$ cat config.mk
export PLATFORM = sky130hd
export DESIGN_NAME = param_updown_cntr
export DESIGN_NICKNAME = d
export VERILOG_FILES = /design/src/rtl/param_updown_cntr.sv
export SDC_FILE = /design/constraint.sdc
export NUM_CORES = 1
export LEC_CHECK = 0
export BUFFER_PORTS_ARGS = -buffer_cell sky130_fd_sc_hd__buf_2
export CELL_PAD_IN_SITES_DETAIL_PLACEMENT = 0
export CELL_PAD_IN_SITES_GLOBAL_PLACEMENT = 1
export CORE_MARGIN = 5
export CORE_UTILIZATION = 28
export DETAILED_ROUTE_END_ITERATION = 12
export PLACE_DENSITY_LB_ADDON = 0.2
export SLEW_MARGIN = 20
export SYNTH_ARGS = -nofsm -noshare
export SYNTH_HDL_FRONTEND = slang
export SYNTH_SLANG_ARGS = --single-unit
$ cat constraint.sdc
create_clock -name clk -period 7.4 [get_ports clk]
set_input_delay 1.48 -clock clk [delete_from_list [all_inputs] [get_ports clk]]
set_output_delay 1.48 -clock clk [all_outputs]
set_load 0.05 [all_outputs]
$ cat src/rtl/param_updown_cntr.sv
// Parametrised up/down counter with load, programmable terminal value,
// wrap-or-saturate limit handling, one-cycle terminal-count pulse and sticky overflow.
module param_updown_cntr #(
    parameter int unsigned WIDTH    = 8,
    parameter int unsigned STEP     = 1,
    parameter int unsigned SATURATE = 0,
    parameter int unsigned RST_VAL  = 0
) (
    input  logic             clk,
    input  logic             rst,
    input  logic             en,
    input  logic             up,
    input  logic             load,
    input  logic [WIDTH-1:0] load_val,
    input  logic [WIDTH-1:0] term_val,
    input  logic             clr_ovf,
    output logic [WIDTH-1:0] count,
    output logic             tc,
    output logic             ovf
);

    localparam logic [WIDTH:0]   STEP_EXT = (WIDTH+1)'(STEP);
    localparam logic [WIDTH-1:0] STEP_W   = WIDTH'(STEP);
    localparam logic [WIDTH-1:0] RST_W    = WIDTH'(RST_VAL);
    localparam bit               SAT      = (SATURATE != 0);

    logic [WIDTH:0]   sum_ext;
    logic [WIDTH-1:0] count_nxt;
    logic             tc_nxt;
    logic             ovf_nxt;
    logic             limit_hit;

    // Next-state: load beats enable; the up compare runs one bit wider so count+STEP never truncates.
    always_comb begin
        sum_ext   = {1'b0, count} + STEP_EXT;
        count_nxt = count;
        tc_nxt    = 1'b0;
        limit_hit = 1'b0;
        if (load) begin
            count_nxt = load_val;
        end else if (en) begin
            if (up) begin
                if (sum_ext > {1'b0, term_val}) begin
                    limit_hit = 1'b1;
                    count_nxt = SAT ? term_val : '0;
                end else begin
                    count_nxt = sum_ext[WIDTH-1:0];
                    tc_nxt    = SAT && (sum_ext[WIDTH-1:0] == term_val);
                end
            end else begin
                if (count < STEP_W) begin
                    limit_hit = 1'b1;
                    count_nxt = SAT ? '0 : term_val;
                end else begin
                    count_nxt = count - STEP_W;
                end
            end
        end
        tc_nxt  = tc_nxt | limit_hit;
        // A new limit event outranks a simultaneous clear.
        ovf_nxt = limit_hit | (ovf & ~clr_ovf);
    end

    always_ff @(posedge clk or posedge rst) begin
        if (rst) begin
            count <= RST_W;
            tc    <= 1'b0;
            ovf   <= 1'b0;
        end else begin
            count <= count_nxt;
            tc    <= tc_nxt;
            ovf   <= ovf_nxt;
        end
    end

endmodule
Word-level counts from Yosys, hierarchy flattened

Cells that the tools add are included.

Flip-flop bits (word level): 10
Input port bits: 22
Output and inout port bits: 10
Logic and storage cells: 21

Add/sub/neg operators: 2
Order comparisons: 2
Muxes and demuxes: 10
Bitwise logic cells: 3
Reduce and logical (&&, ||, !) cells: 1

Operators with widths:

| cell                | number |
|---|---|
| $mux 8              | 5 |
| $add 8x1->9 const B | 1 |
| $gt 9x8->1          | 1 |
| $lt 8x1->1 const B  | 1 |
| $sub 8x1->8 const B | 1 |
| $mux 1              | 5 |
| $reduce_bool 2->1   | 1 |
| $and 1x1->1         | 1 |
| $not 1->1           | 1 |
| $or 1x1->1          | 1 |

Depth between registers and ports, before layout

Word-level depth: 7
Depth in mapped cells: 10
Depth with buffers taken out: 10

Worst setup path after synthesis

OpenSTA, ideal clock, no wires.

Path type: in2reg
Start point: in term_val[4]
End point: reg count[3]
Setup time: 0.139 ns
Arrival time: 2.933 ns
Required time: 7.261 ns
Slack: 4.328 ns
Cell stages on the path: 7
Path buffers: 0
Cell sequence: inv_1 -> ha_1 -> nand3_1 -> o21bai_1 -> a211oi_2 -> nor3_1 -> or4_1

Word-level cells in the longest chain between the ends: 5

RTL lines:

| what                 | line | text |
|---|---|---|
| start, declared      | 15   | `input logic [WIDTH-1:0] term_val,` |
| $gt 9x8->1           | 43   | `if (sum_ext > {1'b0, term_val}) begin` |
| $mux 8               | 43   |  |
| $mux 8               | 42   | `if (up) begin` |
| $mux 8               | 41   | `end else if (en) begin` |
| $mux 8               | 39   | `if (load) begin` |
| end signal, assigned | 70   | `count <= count_nxt;` |
| end, declared        | 17   | `output logic [WIDTH-1:0] count,` |

No other way between the ends. The select of a mux whose other input is x is not followed.
A chain may end at the register's enable or synchronous reset.

Worst setup path after layout

Start point: in term_val[3]
End point: reg count[3]

Word-level cells in the longest chain between the ends: 5
Elaborated cells on any way between the ends: 6
Those cells by class: order compare: 1; mux: 5

RTL lines:

| what       | line |
|---|---|
| $gt 9x8->1 | 43 |
| $mux 8     | 43 |
| $mux 8 (*) | 42 |
| $mux 8 (*) | 41 |
| $mux 8 (*) | 39 |

Mark *: on every way between the ends. The rest lies on a longest branch, timed or not. The select of a mux whose other input is x is not followed.

==> metrics.cfg <==
[status]
outcome=finished, final reports clean

[clocking]
ctsHoldBuffers=0
numCtsBuffers=3
cts_root_buf=clkbuf_8
htree_levels=1
cts.repair.resized=0
cts_tree=built
post-cts-setup-buffers=0
clockBufferDepth=2
insertion_delay_ns=0.24
cts.sinks=10
path_clk_slew_ns=0.05

[sta]
slew_violations=0
final-setup-viol-count=0
timing.final.crit_share_pct=41.7
hold_ws_ns=0.521
relSlewSlack_pct=57.1
setup_slack_ns=4.32
rsz0062_at_grt=false
worstMarginPinSlew_ns=0.638
fin_crit_ns=3.08
setup_tns_ns=0
hold_viol_final=0
fin_worst_skew_ns=0.00295
timing.fmax_mhz=324

[floorplan]
core_um2=4060
rows=23
die_area_um2=5650
chipWidth_um=75.2
initial_utilization_pct=29.3
fp.dieH_um=75.2
io_pins=32

[detailed_routing]
drt_first_pass_iters=4
drt_iter0_drc=127
drt-total-wl_um=3960
ant_nets=0
vias_per_cell=5.61
drc=0
vias=1280
wl_per_cell_um=17.4

[worst_setup_path]
crit_chain=buf_2 > inv_1 > ha_1 > nand3_1 > o21bai_1 > a211oi_2 > nor3_1 > or4_1
r2r_slack_ns=4.45
cpMaxStageDelayCell=or4_1
critPathMaxFanout=4
cp_slowest_stage_delay_ns=0.51
cp_top_family=simple AND/OR/NAND/NOR gates
r2r-end=count[3]
crit_path_start_kind=primary input
arrival_ns=3.19
regToRegStartpoint=count[2]
crit_buf_inv=2
r2r_cells=8
end_kind=flip-flop
critical_path_class=in2reg
crit_required_ns=7.51

[synthesis]
synth.distinct_cells=47
synth_top_cell_by_area=dfrtp_1
seq_area_frac_synth_pct=21.0
synth_area_um2=1190
synth_flop_cell=dfrtp_1
yosysTopAreaCellShare_pct=21.0
netlist_top_cells_area=dfrtp_1 21%, ha_1 11%, inv_1 5.0%
avgSynthCellArea_um2=7.88
synth_edf_count=0
netlist_instances=151
yosys_register_bits=10
synth_nets=183
async_flop_share_pct=100
yosys_warnings=0

[final_layout]
final_area_um2=1420
utilization_pct=35.1
n_antenna_cell=0
layout_commonest_cell=buf_2
drive_above_1_share_pct=23.6
fill_cells=441
area_delta_synth_final_pct=19.6
regArea_um2=250
layout_common_cells=31 x buf_2, 16 x inv_1, 11 x nand3_1, 11 x nand2_1
nNetsFinal=211
multi_input_area_um2=840

[hold_path]
holdPathStages=2
hold_class=reg2reg
hold_path_end=ovf
hold_start=ovf

[placement]
dpl_worst_slack_ns=4.09
dpl_cell_area_um2=1370
io_buffers=31
dpl.hpwl_um=3090
globalplace.congestion=0.890

[flow_run]
cap_viol_max_count=0

[global_routing]
antenna_found_initial=0
grt_overflow_total=0
grt_max_degree=17
grtUsageTotal_pct=15.2
grt_pass1_vias=1265
grt_pass1_wl_um=6530

[power_and_ir_drop]
p_per_area_nw_per_um2=196
ir_worst_vdd_v=0.0000814
p_leak_nw=0.684

[sequential cells by signal (all words and copies together), names as in the netlist]
name	flops
count	8
ovf	1
tc	1
[routing by layer]
layer	track usage [%]	part of all wire, %	wire (um)
met1	20.5	42	1660
met2	24.5	47	1850
met3	3.47	9.5	377
met4	4.27	1.8	72
met5	0	0	0
[logic make-up after synthesis]
family / Yosys count / synth area share [%]
xor+xnor: 8 / 5.89
compound gates: 40 / 25.8
fa+ha+maj: 10 / 10.5
simple gates: 59 / 28.4
flops: 10 / 21.0
buf+inv: 24 / 8.41
[worst min-delay path: cells and delay by family, from the launching register on]
| kind | cells | cell delay, ns |
|---|---|---|
| compound gates | 1 | 0.10 |
| flops | 1 | 0.33 |
| buf+inv | 1 | 0.04 |
[Yosys cell counts, drive strengths merged, types with 2 or more instances]
library cell / number
nor4b: 2
buf: 6
dfrtp: 10
and3: 3
nor3b: 2
a211o: 2
nand4b: 2
nand4: 2
nor3: 7
a21oi: 6
nand3: 11
xnor2: 2
clkbuf: 2
or3: 3
o21ai: 6
nand2: 11
nor2: 9
a221o: 3
ha: 10
a31oi: 2
a21o: 3
nand2b: 3
inv: 16
o31ai: 2
xor2: 6
a211oi: 3
[cell type report]
type | count | area share (%)
Timing Repair Buffer | 31 | 10.9
Multi-Input combinational cell | 117 | 59.0
Tap cell | 50 | 4.40
Clock buffer | 4 | 3.87
Inverter | 16 | 4.22
Sequential cell | 10 | 17.6
[metrics by stage]
| stage | std cells | power [mW] |
|---|---|---|
| 6_report | 228 | 0.279 |
| 3_5_place_dp | 224 | 0.208 |
| 3_3_place_gp | 224 | 0.207 |
| 5_1_grt | 228 | 0.299 |
| 4_1_cts | 228 | 0.280 |
| 2_1_floorplan | 151 | 0.173 |
[how the worst max path moves through the flow]
stage,start,end,slack [ns],cells past startpoint
finish,term_val[3],count[3],4.32,8
global route,term_val[3],count[3],4.18,8
CTS,term_val[3],count[3],4.33,8
detailed placement,term_val[3],count[3],4.09,8
global placement,term_val[4],count[3],4.15,8
floorplan,term_val[4],count[3],4.33,7
[report_power, final]
group / total (mW) / internal (mW) / switching (mW)
Combinational: 0.125 / 0.0455 / 0.0795
Sequential: 0.0832 / 0.0614 / 0.0218
Clock: 0.0713 / 0.0470 / 0.0243
Power figures use the tool's default switching activity.
